`src/rtl/ex_stage_pipe.sv`:
```
// Execute stage sitting between ID/EX and MEM. Single-cycle ALU ops plus an
// iterative shift-add multiplier, with valid/ready handshakes on both sides,
// output backpressure and a synchronous flush. The output registers form the
// EX/MEM pipeline register.
module ex_stage_pipe #(
  parameter int XLEN   = 32,
  parameter int CTRL_W = 5,
  parameter int RD_W   = 5,
  parameter int MUL_EN = 1
) (
  input  logic              clk,
  input  logic              reset,
  input  logic              flush,
  input  logic              in_valid,
  output logic              in_ready,
  input  logic [3:0]        alu_op,
  input  logic              alu_src,
  input  logic [CTRL_W-1:0] ctrl_ex,
  input  logic [RD_W-1:0]   rd_ex,
  input  logic [XLEN-1:0]   r_data1,
  input  logic [XLEN-1:0]   r_data2,
  input  logic [XLEN-1:0]   extended,
  input  logic [XLEN-1:0]   pc4_ex,
  output logic              out_valid,
  input  logic              out_ready,
  output logic [CTRL_W-1:0] ctrl_mem,
  output logic [RD_W-1:0]   rd_mem,
  output logic [XLEN-1:0]   alu_result,
  output logic [XLEN-1:0]   write_data1,
  output logic [XLEN-1:0]   pc4_mem,
  output logic              busy
);

  localparam int SH_W = $clog2(XLEN);
  localparam logic [SH_W-1:0] CNT_LAST = SH_W'(XLEN - 1);

  localparam logic [0:0] S_IDLE = 1'b0;
  localparam logic [0:0] S_MUL  = 1'b1;

  localparam logic [3:0] OP_ADD  = 4'd0;
  localparam logic [3:0] OP_SUB  = 4'd1;
  localparam logic [3:0] OP_AND  = 4'd2;
  localparam logic [3:0] OP_OR   = 4'd3;
  localparam logic [3:0] OP_SLL  = 4'd4;
  localparam logic [3:0] OP_SLT  = 4'd5;
  localparam logic [3:0] OP_XOR  = 4'd6;
  localparam logic [3:0] OP_SRL  = 4'd7;
  localparam logic [3:0] OP_SRA  = 4'd8;
  localparam logic [3:0] OP_SLTU = 4'd9;
  localparam logic [3:0] OP_MUL  = 4'd10;

  logic [0:0]        state;
  logic [SH_W-1:0]   cnt;
  logic [XLEN-1:0]   operand_b;
  logic [SH_W-1:0]   shamt;
  logic [XLEN-1:0]   alu_value;
  logic              accept;
  logic              is_mul;
  logic              mul_done;
  logic [XLEN-1:0]   mul_a;
  logic [XLEN-1:0]   mul_b;
  logic [XLEN-1:0]   mul_acc;
  logic [XLEN-1:0]   mul_sum;
  logic [CTRL_W-1:0] hold_ctrl;
  logic [RD_W-1:0]   hold_rd;
  logic [XLEN-1:0]   hold_rdata2;
  logic [XLEN-1:0]   hold_pc4;

  assign operand_b = alu_src ? extended : r_data2;
  assign shamt     = operand_b[SH_W-1:0];

  // A new op is only taken when idle and the output slot is free or draining.
  assign in_ready = !reset && !flush && (state == S_IDLE) && (!out_valid || out_ready);
  assign accept   = in_valid && in_ready;
  assign is_mul   = (MUL_EN != 0) && (alu_op == OP_MUL);
  assign busy     = (MUL_EN != 0) && (state == S_MUL);
  assign mul_done = (state == S_MUL) && (cnt == CNT_LAST);
  assign mul_sum  = mul_acc + (mul_b[0] ? mul_a : '0);

  // Single-cycle ALU; MUL (when disabled) and unused opcodes produce zero.
  always_comb begin
    alu_value = '0;
    case (alu_op)
      OP_ADD:  alu_value = r_data1 + operand_b;
      OP_SUB:  alu_value = r_data1 - operand_b;
      OP_AND:  alu_value = r_data1 & operand_b;
      OP_OR:   alu_value = r_data1 | operand_b;
      OP_SLL:  alu_value = r_data1 << shamt;
      OP_SLT:  alu_value = {{(XLEN-1){1'b0}}, ($signed(r_data1) < $signed(operand_b))};
      OP_XOR:  alu_value = r_data1 ^ operand_b;
      OP_SRL:  alu_value = r_data1 >> shamt;
      OP_SRA:  alu_value = $signed(r_data1) >>> shamt;
      OP_SLTU: alu_value = {{(XLEN-1){1'b0}}, (r_data1 < operand_b)};
      default: alu_value = '0;
    endcase
  end

  // Control FSM and iteration counter: IDLE accepts, MUL runs XLEN steps.
  always_ff @(posedge clk or posedge reset) begin
    if (reset) begin
      state <= S_IDLE;
      cnt   <= '0;
    end else if (flush) begin
      state <= S_IDLE;
      cnt   <= '0;
    end else begin
      case (state)
        S_IDLE: begin
          if (accept && is_mul) begin
            state <= S_MUL;
            cnt   <= '0;
          end
        end
        S_MUL: begin
          if (cnt == CNT_LAST) begin
            state <= S_IDLE;
            cnt   <= '0;
          end else begin
            cnt <= cnt + SH_W'(1);
          end
        end
        default: begin
          state <= S_IDLE;
          cnt   <= '0;
        end
      endcase
    end
  end

  // Multiplier datapath: capture operands and sideband, then shift-add one bit per edge.
  always_ff @(posedge clk or posedge reset) begin
    if (reset) begin
      mul_a       <= '0;
      mul_b       <= '0;
      mul_acc     <= '0;
      hold_ctrl   <= '0;
      hold_rd     <= '0;
      hold_rdata2 <= '0;
      hold_pc4    <= '0;
    end else if (!flush) begin
      if (accept && is_mul) begin
        mul_a       <= r_data1;
        mul_b       <= operand_b;
        mul_acc     <= '0;
        hold_ctrl   <= ctrl_ex;
        hold_rd     <= rd_ex;
        hold_rdata2 <= r_data2;
        hold_pc4    <= pc4_ex;
      end else if (state == S_MUL) begin
        mul_acc <= mul_sum;
        mul_a   <= mul_a << 1;
        mul_b   <= mul_b >> 1;
      end
    end
  end

  // EX/MEM register: loads on a finished MUL or a non-MUL accept, drains on out_ready.
  always_ff @(posedge clk or posedge reset) begin
    if (reset) begin
      out_valid   <= 1'b0;
      ctrl_mem    <= '0;
      rd_mem      <= '0;
      alu_result  <= '0;
      write_data1 <= '0;
      pc4_mem     <= '0;
    end else if (flush) begin
      out_valid <= 1'b0;
    end else if (mul_done) begin
      out_valid   <= 1'b1;
      ctrl_mem    <= hold_ctrl;
      rd_mem      <= hold_rd;
      alu_result  <= mul_sum;
      write_data1 <= hold_rdata2;
      pc4_mem     <= hold_pc4;
    end else if (accept && !is_mul) begin
      out_valid   <= 1'b1;
      ctrl_mem    <= ctrl_ex;
      rd_mem      <= rd_ex;
      alu_result  <= alu_value;
      write_data1 <= r_data2;
      pc4_mem     <= pc4_ex;
    end else if (out_valid && out_ready) begin
      out_valid <= 1'b0;
    end
  end

endmodule

```
`config.mk`:
```
export PLATFORM = sky130hd
export DESIGN_NAME = ex_stage_pipe
export DESIGN_NICKNAME = d
export VERILOG_FILES = /design/src/rtl/ex_stage_pipe.sv
export SDC_FILE = /design/constraint.sdc
export NUM_CORES = 1
export LEC_CHECK = 0
export ABC_AREA = 1
export CAP_MARGIN = 20
export CORE_AREA = 2 2 249 251
export DETAILED_ROUTE_END_ITERATION = 10
export DIE_AREA = 0 0 251 253
export SLEW_MARGIN = 25
export SYNTH_ARGS = -nofsm -noshare
export SYNTH_HDL_FRONTEND = slang
export SYNTH_SLANG_ARGS = --single-unit
```
`constraint.sdc`:
```
create_clock -name clk -period 11.6 [get_ports clk]
set_input_delay 1.74 -clock clk [delete_from_list [all_inputs] [get_ports clk]]
set_output_delay 1.74 -clock clk [all_outputs]
set_load 0.1 [all_outputs]
```
; Yosys cells after proc, flatten, opt, wreduce, memory -nomap -nowiden
; Cells that the tools add are included.
[totals]
output_inout_bits = 109
wordCells = 92
input_bits = 148
ff_bits = 283
[classes]
addsub = 4
mux = 31
n_eq_ne = 12
order_cmp = 2
reduce_logical = 20
n_bitwise = 5
shift = 3
[ops]
columns = operator, n
row1 = $mux 32, 14
row2 = $pmux 32 s10, 1
row3 = $add 32x32->32, 2
row4 = $lt 32x32->1, 2
row5 = $mux 5, 7
row6 = $and 32x32->32, 1
row7 = $or 32x32->32, 1
row8 = $shl 32x5->32, 1
row9 = $shr 32x5->32, 1
row10 = $sshr 32x5->32, 1
row11 = $sub 32x32->32, 1
row12 = $xor 32x32->32, 1
row13 = $eq 4x3->1 const B, 4
row14 = $eq 4x4->1 const B, 3
row15 = $pmux 5 s2, 1
row16 = $eq 4x2->1 const B, 2
row17 = $logic_and 1x1->1, 8
row18 = $mux 1, 7
row19 = $reduce_and 2->1, 3
row20 = $add 5x1->5 const B, 1
row21 = $eq 5x5->1 const B, 1
row22 = $eq 4x1->1 const B, 1
row23 = $logic_not 1->1, 4
row24 = $logic_not 4->1, 1
row25 = other kinds (6), 8

; Logic depth before layout (Yosys ltp)
; Gate-level depths: netlist of run 1.
[logic_depth]
word_depth = 9
depth_mapped = 25
depth_no_buf = 23

; Worst setup path before layout of run 1
; No wires, ideal clock.
[synth_path]
kind = input-to-output
from = in flush
to = out in_ready
required_ns = 9.860
t_arrival_ns = 3.526
path_stages = 1
path_slack_ns = 6.334
cell_sequence = nor4_2
[synth_between]
elab_chain_len = 4
[synth_lines]
columns = item, line
row1 = start: declaration, 13  ; input logic flush,
row2 = $logic_not 1->1, n/a
row3 = $logic_and 1x1->1 (3 in series), 73  ; assign in_ready = !reset && !flush && (state == S_IDLE) && (!out_valid || out_ready);
row4 = end: declaration, 15  ; output logic in_ready,
; Every way passes these cells.

; Worst setup path after layout of run 1
[layout_path]
from = in alu_src
to = reg alu_result[19]
[layout_between]
elab_chain_len = 5
word_cells_on_any_way = 12
cone_classes = add/sub: 2 / shift: 3 / mux: 4 / bitwise: 3
[layout_lines]
columns = item, line
row1 = start: declaration, 17  ; input logic alu_src,
row2 = $mux 32 (*), 69  ; assign operand_b = alu_src ? extended : r_data2;
row3 = $sub 32x32->32 (tied with other cells), 85  ; OP_SUB: alu_value = r_data1 - operand_b;
row4 = $pmux 32 s10 (*), 83  ; case (alu_op)
row5 = $mux 32 (*), 175  ; end else if (accept && !is_mul) begin
row6 = $mux 32 (*), 168  ; end else if (mul_done) begin
row7 = end signal: assignment, 172  ; alu_result <= mul_sum;
row8 = end signal: assignment, 179  ; alu_result <= alu_value;
row9 = end: declaration, 28  ; output logic [XLEN-1:0] alu_result,
; Every way passes the cells marked *; elsewhere a longest branch is shown, timed or not. The select of a mux whose other input is x is not followed.
; A chain may end at the register's enable or synchronous reset.

==> out/qor.txt, run 1 <==
outcome: finished clean
I/O Pins: 257
yosys warns: 0
Final TNS setup: 0 ps
Post-synth EDFFs: 0
Leak: 0.0147 µW
clk_lat worst skew: 570 ps
initial drt markers: 3249
Final Hold Vio Count: 0
clk_skew: 25.0 ps
Detail Route Antenna Nets: 0
drt pass-1 iters: 6
achievable clock frequency: 169 MHz
final net count: 4471
Critical Path Sink: alu_result[19]
hold buffers post-CTS: 0
CP Launch Point: alu_src
Remaining DRCs: 0
Mapped Avg Cell Area: 6.12 µm²
CTS tree: built
die width: 251 µm
Tot Pwr: 4160 µW
slew margin rel.: 27.5%
total grt overflow: 0
Placed Cells incl. Taps: 4938
Fill cells: 6593
worst r2r path cells: 8
hold path start: hold_rdata2[7]
syn nets: 4324
Mapped Cells: 4040
synthesized area: 24700 µm²
Worst-path clk slew: 50 ps
kind of end point of the critical path: register
full die area: 63500 µm²
Setup Crit Path Kind: in -> reg
Core ar.: 61000 µm²
initial core utilization: 40.5%
PortBufs: 256
Power Density: 144 nW/µm²
RSZ-0062 raised after global routing: no
vias in the first global route: 25900
vias: 28000
first-pass GRT wire length: 163000 µm
global-route total usage across every layer: 33.9%
synth unique cells: 50
Max Slew Vio Count: 0
antenna violations before repair: 3
flop2flop setup slack: 7590 ps
Worst Path Required: 12010 ps
clk buf depth: 3
hold crit path type: reg -> reg
Cell Count, Final, Fillers Out: 5004
critical path peak fanout: 39
predominant post-synthesis flop cell: dfrtp_1
CTS Buf Count: 36
Worst EP arrival: 6340 ps
Worst Tran Pin Value: 1080 ps
vias per std cell: 5.59
worst r2r src: busy
FP Rows: 91
post-cts sizing count: 0
R2R Path End: write_data1[21]
clock period minus final worst setup slack: 5930 ps
share of cells above drive strength 1: 3.89%
Synth top area share: 28.7%
top-count cell post-synth: nand2_1
Sink Count: 283
period utilization: 51.1%
peak supply drop: 0.134 mV
Root Buffer: clkbuf_16
H-tree Lvls: 2
largest net degree at the start of global routing: 114
FF+latch count, synth: 283
Seq/Total Area, Yosys: 28.7%
final RePlAce weighted congestion: 1.02
Post-CTS Setup Inserts: 0
wire per inst: 22.1 µm
total routed wirelength: 111000 µm
max cap viols: 0
Post-synth ARST share: 100%
Detailed Place HPWL: 84900 µm
synthesis-to-finish area growth: 17.0%
most instantiated cells after synthesis: nand2_1, nand3_1, inv_1, nor2_1, dfrtp_1
die height: 253 µm
top cells by area, synth: dfrtp_1, nand2_1, nand3_1, ha_1, inv_1
type of origin of the critical path: input pin
Synth area leader: dfrtp_1
final setup fails: 0
-- per-layer routing --
metal	track usage, %	vias to the layer above	routed length, µm
met5	0	-	11
met4	16.1	2	5770
met3	5.68	222	9010
met2	53.4	1203	49400
met1	45.4	13100	46400
li1	-	13400	-
-- stage by stage --
step | utilization (%) | setup slack (ps) | hold slack (ps) | cell area, µm²
detailed placement | 45.5 | 5300 | 458 | 27700
floorplan | - | 2050 | 442 | 24700
global placement | 45.5 | 5340 | 453 | 27700
finish | 47.4 | 5670 | 469 | 28900
global route | 47.4 | 5380 | 484 | 28900
CTS | 47.3 | 5860 | 472 | 28900
-- layout by cell type (no fill, tap or decap), drive strengths merged, types with 4 or more instances in the layout --
cell type	instances
inv	417
a31oi	80
buf	53
clkinv	10
a21oi	179
nor4	4
o21ai	296
nor3	25
nand4	41
o21bai	17
nand3	508
nand2	1418
or2	31
a211oi	5
xor2	14
nand3b	4
o22ai	29
clkbuf	53
dfrtp	283
a22o	5
a32o	5
o211ai	4
ha	133
xnor2	4
nor2	321
clkdlybuf4s50	254
-- area by class of cell --
cell class	count	area [µm²]	area share, %
antenna	2	5.00	0.0173
clock inverter	10	87.6	0.303
tap	790	988	3.42
clock buffer	53	1040	3.61
timing repair buffer	307	2960	10.2
inverter	417	1580	5.46
multi-input combinational	3142	15200	52.4
sequential	283	7080	24.5
-- worst min path at each step --
stage                      endpoint  slack [ps]  cells after the start
finish               hold_rdata2[7]         470                      2
global placement       hold_pc4[21]         450                      2
global route        hold_rdata2[21]         480                      2
detailed placement  hold_rdata2[18]         460                      2
CTS                    hold_ctrl[1]         470                      2
floorplan              hold_ctrl[0]         440                      2
-- flip-flops by register name, indices dropped and copies added (netlist names), 32 cells and up --
register     flops
alu_result      32
hold_pc4        32
hold_rdata2     32
mul_a           32
mul_acc         32
mul_b           32
pc4_mem         32
write_data1     32
-- critical path, cell delays in order --
cell and delay, ps:
clkdlybuf4s50_1 480, buf_4 450, inv_2 400, o21ai_4 210, buf_4 400, buf_4 430, ha_1 330, nor2_1 150
nand2_1 70, nand3_1 180, nand3_1 100, nand3_1 230, nand2_1 110, nand2_1 70, nand2_1 40, nand3_1 60
nand3_1 200, o21ai_1 460, a21oi_1 120
-- where the power goes --
part / total (µW) / leakage (µW) / switching [µW] / internal, µW
clock: 1100 / 0.000561 / 474 / 630
sequential: 1230 / 0.00359 / 101 / 1130
combinational: 1830 / 0.0106 / 1370 / 452
total: 4160 / 0.0147 / 1950 / 2210
-- cells by family after synthesis --
group / count (synthesis) / share of synthesized area, %
simple gates: 2358 / 39.6
flops: 283 / 28.7
buf+inv: 615 / 10.2
xor+xnor: 18 / 0.638
fa+ha+maj: 136 / 6.98
compound gates: 630 / 14.0
Power figures use the tool's default switching activity.
==> run 2, diff against run 1 <==
==> constraint.sdc (replaced) <==
create_clock -name clk -period 4.85 [get_ports clk]
set_input_delay 0.7275 -clock clk [delete_from_list [all_inputs] [get_ports clk]]
set_output_delay 0.7275 -clock clk [all_outputs]
set_load 0.1 [all_outputs]
==> out/qor.txt, run 2 (same netlist as run 1, synthesis figures left out) <==
global-route total usage across every layer: 34.3% (was 33.9%)
initial drt markers: 2917 (was 3249)
achievable clock frequency: 241 MHz
clk_lat worst skew: 580 ps (was 570 ps)
commonest cells after routing, fill and taps aside: nand2_1, nand3_1, inv_1, nor2_1, dfrtp_1 (unchanged)
total routed wirelength: 111000 µm (about the same)
Final Hold Vio Count: 0 (unchanged)
CTS Buf Count: 37 (was 36)
post-cts sizing count: 0 (unchanged)
Post-CTS Setup Inserts: 0 (unchanged)
type of origin of the critical path: input pin (unchanged)
Detailed Place HPWL: 88300 µm (was 84900 µm)
Worst EP arrival: 4580 ps (was 6340 ps)
RSZ-0062 raised after global routing: no (unchanged)
final setup fails: 0 (unchanged)
worst r2r path cells: 16 (was 8)
Worst-path clk slew: 60 ps (was 50 ps)
vias per std cell: 5.54 (was 5.59)
die width: 251 µm (unchanged)
full die area: 63500 µm² (unchanged)
clock period minus final worst setup slack: 4150 ps
slew margin rel.: 25.7% (was 27.5%)
clk_skew: 28.7 ps (was 25.0 ps)
largest net degree at the start of global routing: 98 (was 114)
Worst Path Required: 5290 ps (was 12010 ps)
wire per inst: 22.1 µm (about the same)
CP most frequent cell: nand2_1 (was nand3_1)
drt pass-1 iters: 9 (was 6)
H-tree Lvls: 2 (unchanged)
outcome: finished clean (unchanged)
die height: 253 µm (unchanged)
kind of end point of the critical path: register (unchanged)
vias in the first global route: 26100 (was 25900)
final RePlAce weighted congestion: 1.07 (was 1.02)
hold slack final: 468 ps (was 469 ps)
period utilization: 85.5%
initial core utilization: 40.5% (unchanged)
Core ar.: 61000 µm² (unchanged)
hold buffers post-CTS: 0 (unchanged)
worst-path cell chain: clkdlybuf4s50_1, inv_2, buf_4, nand2_2, nand2_2, ha_1, inv_1, fa_1, nand2_1, nand2_1, nand3_1, nand2_1, nand2_1, nand3_1, o21ai_0, nand3_1, o21ai_1, a21oi_1 (was clkdlybuf4s50_1, buf_4, inv_2, o21ai_4, buf_4, buf_4, ha_1, nor2_1, nand2_1, nand3_1, nand3_1, nand3_1, nand2_1, nand2_1, nand2_1, nand3_1, nand3_1, o21ai_1, a21oi_1)
final net count: 4508 (was 4471)
Worst Tran Pin Value: 1110 ps (was 1080 ps)
Max Slew Vio Count: 0 (unchanged)
slowest cell on the critical path: clkdlybuf4s50_1 (unchanged)
synthesis-to-finish area growth: 19.0% (was 17.0%)
antenna violations before repair: 2 (was 3)
FP Rows: 91 (unchanged)
hold crit path type: reg -> reg (unchanged)
PortBufs: 256 (unchanged)
first-pass GRT wire length: 164000 µm (was 163000 µm)
share of cells above drive strength 1: 4.71% (was 3.89%)
Setup Crit Path Kind: in -> reg (unchanged)
CP peak stage delay: 550 ps (was 480 ps)
I/O Pins: 257 (unchanged)
hold depth: 2 (unchanged)
Root Buffer: clkbuf_16 (unchanged)
max cap viols: 0 (unchanged)
CTS tree: built (unchanged)
vias: 27900 (was 28000)
critical path peak fanout: 25 (was 39)
total grt overflow: 0 (unchanged)
Leak: 0.0150 µW (was 0.0147 µW)
Detail Route Antenna Nets: 0 (unchanged)
Remaining DRCs: 0 (unchanged)
Fill cells: 6555 (was 6593)
Final TNS setup: 0 ps (unchanged)
Power Density: 344 nW/µm² (was 144 nW/µm²)
Sink Count: 283 (unchanged)
clk buf depth: 3 (unchanged)
most common cell after layout, fill and taps aside: nand2_1 (unchanged)
peak supply drop: 0.282 mV (was 0.134 mV)
-- run 2: final timing paths --
kind                                   end       startpoint  slack, ps
min in group asynchronous         mul_b[1]            reset        810
max in group asynchronous    alu_result[2]            reset       3090
setup / recovery            alu_result[14]          alu_src        700
hold reg to reg            hold_rdata2[27]  hold_rdata2[27]        470
hold / removal             hold_rdata2[27]  hold_rdata2[27]        470
setup reg to reg            alu_result[30]         mul_b[0]       1600
-- run 2: metal layers --
metal	track usage (%)	part of all wire, %	vias up
met1	45.2	42	13100
met5	0	0.012	-
li1	-	-	13500
met3	4.35	6.8	223
met2	55.7	46	1096
met4	16.2	5.3	2
-- run 2: worst max-delay path: cells and delay by family --
kind	cells	cell delay (ps)
AOI/OAI and AO/OA	3	660
adders and majority gates	2	620
buffers and inverters	4	1250
and+or+nand+nor	9	1320
-- run 2: per-stage QoR --
stage / instance area [µm²] / power, µW / util, % / setup slack, ps / cells
global placement: 28200 / 7310 / 46.2 / 266 / 4975
global route: 29400 / 10500 / 48.2 / 471 / 5038
finish: 29400 / 10100 / 48.2 / 703 / 5039
CTS: 29400 / 10100 / 48.2 / 846 / 5037
detailed placement: 28200 / 7320 / 46.2 / 279 / 4975
floorplan: 24700 / 5940 / - / 373 / 4040
-- run 2: report_power, final --
| group | switching (µW) | internal [µW] |
|---|---|---|
| registers | 232 | 2700 |
| clock network | 1170 | 1620 |
| logic | 3290 | 1110 |
| total | 4690 | 5430 |
-- run 2: final cells by class --
class	instances	area [µm²]	share of cell area, %
multi-input cells	3142	15200	51.6
flip-flops and latches	283	7080	24.1
repair buffers	343	3390	11.5
inverters	417	1570	5.35
clock buffers	50	1030	3.52
well taps	790	988	3.36
clock inverters	12	175	0.596
diodes	2	5.00	0.0170
